### config.mk
export PLATFORM = sky130hd
export DESIGN_NAME = arbitro_escritura
export DESIGN_NICKNAME = d
export VERILOG_FILES = /design/src/rtl/arbitro_escritura.sv
export SDC_FILE = /design/constraint.sdc
export NUM_CORES = 1
export LEC_CHECK = 0
export CORE_MARGIN = 2
export CORE_UTILIZATION = 43
export CTS_CLUSTER_DIAMETER = 150
export DETAILED_ROUTE_END_ITERATION = 16
export PLACE_DENSITY = 0.85
export SLEW_MARGIN = 10
export SYNTH_ARGS = -nofsm -noshare
export SYNTH_HDL_FRONTEND = slang
export SYNTH_SLANG_ARGS = --single-unit
export TNS_END_PERCENT = 20
### constraint.sdc
create_clock -name clk -period 3.98 [get_ports clk]
set_clock_uncertainty 0.05 [all_clocks]
set_input_delay 0.995 -clock clk [delete_from_list [all_inputs] [get_ports clk]]
set_output_delay 0.995 -clock clk [all_outputs]
set_load 0.05 [all_outputs]
### src/rtl/arbitro_escritura.sv
// Round-robin arbiter for the register file's single write port: two valid/ready
// requesters, registered write outputs, write-protect mask and a commit counter.
module arbitro_escritura #(
  parameter int          N         = 16,
  parameter logic [15:0] PROT_MASK = 16'h0000
) (
  input  logic         clk,
  input  logic         rst,
  input  logic         stall,
  input  logic         a_valid,
  output logic         a_ready,
  input  logic [3:0]   a_sel,
  input  logic [N-1:0] a_data,
  input  logic         b_valid,
  output logic         b_ready,
  input  logic [3:0]   b_sel,
  input  logic [N-1:0] b_data,
  output logic         w,
  output logic [3:0]   select_register,
  output logic [N-1:0] s,
  output logic         err,
  output logic         last_grant,
  output logic [15:0]  wr_count
);

  logic         prio_q;
  logic         w_q, err_q, lg_q;
  logic [3:0]   sel_q;
  logic [N-1:0] s_q;
  logic [15:0]  cnt_q;

  logic         can_gnt, gnt_d, prot_d;
  logic [3:0]   gsel_d;
  logic [N-1:0] gdata_d;

  // prio_q = 0 favours A on contention, 1 favours B
  always_comb begin
    can_gnt = !rst && !stall;
    a_ready = can_gnt && a_valid && (!b_valid || !prio_q);
    b_ready = can_gnt && b_valid && (!a_valid ||  prio_q);
    gnt_d   = a_ready || b_ready;
    gsel_d  = b_ready ? b_sel  : a_sel;
    gdata_d = b_ready ? b_data : a_data;
    prot_d  = PROT_MASK[gsel_d];
  end

  always_ff @(posedge clk) begin
    if (rst) begin
      prio_q <= 1'b0;
      w_q    <= 1'b0;
      err_q  <= 1'b0;
      lg_q   <= 1'b0;
      sel_q  <= '0;
      s_q    <= '0;
      cnt_q  <= '0;
    end else begin
      w_q   <= gnt_d && !prot_d;
      err_q <= gnt_d &&  prot_d;
      if (gnt_d) begin
        // rotation and last_grant track every grant, protected or not
        prio_q <= a_ready;
        lg_q   <= b_ready;
        if (!prot_d) begin
          sel_q <= gsel_d;
          s_q   <= gdata_d;
          cnt_q <= cnt_q + 16'd1;
        end
      end
    end
  end

  assign w               = w_q;
  assign err             = err_q;
  assign select_register = sel_q;
  assign s               = s_q;
  assign last_grant      = lg_q;
  assign wr_count        = cnt_q;

endmodule
==> impl_metrics.csv <==
group,metric,value,unit
route,drt-total-wl,4480,µm
power,total_chip_power,0.8744,mW
clocking,cts_setup_buffers,0,
die,overall_die_width,67.92,µm
global_route,first_global_vias,1598,
route,drt_pass1_iterations,4,
synth,synth_area_per_cell,8.963,µm²
timing,setup_total_negative_slack,0,ns
power,power_density,320.3,mW/mm²
placed_design,finalWeightedCongestion,0.7328,
synth,post_synth_inst_count,196,
synth,yosysWarningCount,0,
synth,netlist-cell-type-count,33,
power,p_leak,1.094,nW
die,die_height,67.92,µm
synth,post_synth_fa_ha_maj_area_fraction,0.7123,%
synth,syn-cell-area,0.001757,mm²
die,design.die.area,0.004612,mm²
timing,max_freq,304.1,MHz
synth,synth_compound_area_share,10.90,%
clocking,numClockSinks,39,
clocking,tritoncts.num_buffers,5,
worst_setup_path,crit_fanout,9,
worst_setup_path,kind_of_start_point_of_the_critical_path,"input port",
final_layout,layout.cells.most_common,"sky130_fd_sc_hd__clkdlybuf4s50_1",
synth,synth.area.top_cells,"sky130_fd_sc_hd__dfxtp_1 44%, sky130_fd_sc_hd__mux2i_1 11%, sky130_fd_sc_hd__nand3b_1 6.4%, sky130_fd_sc_hd__o21ai_0 6.3%, sky130_fd_sc_hd__xnor2_1 3.5%",
global_route,grt_antenna_before_repair,0,
worst_setup_path,critical_path_end_type,"primary output",
power,internal-power,0.6157,mW
synth,flip_flop_cell_with_the_highest_count_after_synthesis,"sky130_fd_sc_hd__dfxtp_1",
synth,synth_top_family_by_area,"simple AND/OR/NAND/NOR gates",
clocking,htreeDepth,2,
timing,setup_viol,0,
timing,finalHoldWorstSlack,0.4465,ns
timing,hold_viol,0,
placed_design,detailed_place_hpwl,3327,µm
final_layout,nNetsFinal,322,
timing,finalCritPeriodShare,82.62,%
clocking,clk_root_buffer_cell,"sky130_fd_sc_hd__clkbuf_8",
synth,async_reset_ff_share,0,%
route,route.detailed.drc,0,
final_layout,most_frequent_cells_in_the_layout,"82 x sky130_fd_sc_hd__clkdlybuf4s50_1, 39 x sky130_fd_sc_hd__dfxtp_1, 22 x sky130_fd_sc_hd__o21ai_0",
synth,syn-num-nets,242,
route,route.detailed.wl_per_inst,13.70,µm
synth,seq_area_frac_synth,44.44,%
worst_setup_path,worstSetupPathType,"input port to primary output",
synth,muxShareOfSynthArea,12.68,%
synth,yosysTopAreaCell,"sky130_fd_sc_hd__dfxtp_1",
timing,timing_max_transition_violations_final,0,
clocking,cts-root-to-sink-buffers,2,
route,detailedRoute.firstIterationViolations,52,
worst_setup_path,critical_path_required,2.93,ns
power,netSwitchingFraction,29.58,%
route,via_count,1674,
job,timing.max_cap.violations,0,
final_layout,n_fill_cell,341,
final_layout,areaGrowthSynthToFinish,55.41,%
power,p_clk_share,29.9,%
timing,layout_min_cycle_time,3.288,ns
final_layout,antenna_cells,0,
final_layout,final_layout_size_suffix_gt1_share,5.776,%
clocking,cts_tree,"yes",
status,run_status,"complete, no violations",
synth,synth.ff_latch_count,39,
power,power.ir.vdd_worst,0.0001829,V
placed_design,post-place-ws,0.5888,ns
route,drt.antenna.violating_nets,0,
worst_hold_path,hp-class,"register to register",
timing,grt_setup_unrepaired,"no",
die,boundaryPins,86,
die,initial_core_util,44.23,%
clocking,post_cts_hold_buffer_count,0,
clocking,postCtsResizedCells,0,
power,p_seq_share,47.7,%
synth,fraction_of_the_mapped_netlist_area_in_simple_logic_gates,22.86,%
power,netSwitchingPower,0.2587,mW
timing,slew_headroom,31.04,%
route,vias_per_cell,5.119,
power,proportion_of_power_drawn_by_combinational_gates,22.4,%
timing,worstMarginPinSlew,1.034,ns
clocking,worst_skew_pair.late_latency,0.29,ns
global_route,groute.usage.overall,20.01,%
die,core_area,0.003971,mm²
timing,post_layout_worst_setup_margin,0.6917,ns
global_route,globalRoute.totalOverflow,0,
die,fp-row-count,23,
placed_design,port_buffer_count,84,
global_route,pin_count_of_the_biggest_net_entering_global_routing,33,
clocking,clkSlewWorstSetupHoldPaths,0.07,ns
synth,synth_enable_flop_cells,0,
worst_setup_path,cp_data_arrival_time,2.24,ns
synth,synth.top_cell.area_share,44.44,%
global_route,grt_first_pass_wirelength,6810,µm
synth,xor_and_xnor_fraction_of_the_mapped_netlist_area,3.490,%
-- state kept, by name, summed over array words and instances, names as in the netlist --
| name | count |
|---|---|
| s | 16 |
| wr_count | 16 |
| select_register | 4 |
| last_grant | 1 |
| prio_q | 1 |
| w | 1 |
-- synth_stat cells, drive strengths merged (2+ instances only) --
cell and count:
inv 6, nand4 2, nand3b 15, xnor2 7, nor4 2, clkbuf 10, mux2i 20, nand2 8
dfxtp 39, or3 4, nor2 16, nor3 3, buf 4, o21ai 23, nor2b 4, mux2 2
or4 4, a21oi 6, a211oi 5, nand3 6, nand2b 2
-- power groups by stage --
| stage | clock, mW | sequential (mW) | combinational (mW) |
|---|---|---|---|
| after floorplan | 0 | 0.484 | 0.0479 |
| after detailed placement | 0 | 0.426 | 0.197 |
| after global placement | 0 | 0.426 | 0.193 |
| final | 0.261 | 0.417 | 0.196 |
| after CTS | 0.269 | 0.418 | 0.197 |
| after global routing | 0.282 | 0.420 | 0.208 |
-- cell families after synthesis --
family                   count (synthesis)
other                                    1
multiplexers                            22
adder cells (fa/ha/maj)                  1
AO/OA/AOI/OAI                           35
buffers and inverters                   20
XOR/XNOR                                 7
AND/OR/NAND/NOR                         71
flip-flops                              39
-- critical path, cell delays in order --
cell and delay (ns):
sky130_fd_sc_hd__clkdlybuf4s50_1 0.57, sky130_fd_sc_hd__nor2_1 0.26, sky130_fd_sc_hd__and3_1 0.26, sky130_fd_sc_hd__buf_12 0.15
-- cell type report --
type / count / area (µm²) / area share [%]
inverter: 6 / 22.52 / 0.8249
clock inverter: 3 / 15.01 / 0.5500
tap: 50 / 62.56 / 2.291
timing repair buffer: 87 / 883.3 / 32.36
multi-input combinational: 137 / 897.1 / 32.86
clock buffer: 5 / 68.82 / 2.521
sequential: 39 / 780.7 / 28.60
-- per-layer routing --
layer	wire length (µm)	part of all wire (%)	track usage [%]	vias to the layer above
met5	0	0	0	-
met4	75	1.7	8.750	0
met3	282	6.3	6.250	9
met2	2295	51	36.27	54
met1	1826	41	21.22	765
li1	-	-	-	846
-- worst paths after layout --
kind / from / end / slack [ns] / depth (start not counted)
setup / recovery: rst / a_ready / 0.69 / 4
hold / removal: s[1] / s[1] / 0.45 / 2
setup reg to reg: wr_count[0] / wr_count[10] / 1.95 / 5
hold reg to reg: s[1] / s[1] / 0.45 / 2
-- through the flow --
step,cell area [µm²],instances,utilization (%)
floorplan,1757,196,-
global placement,2646,319,66.64
detailed placement,2646,319,66.64
CTS,2730,327,68.75
global route,2730,327,68.75
finish,2730,327,68.75
Note: power is estimated with default switching activity, not from simulation.
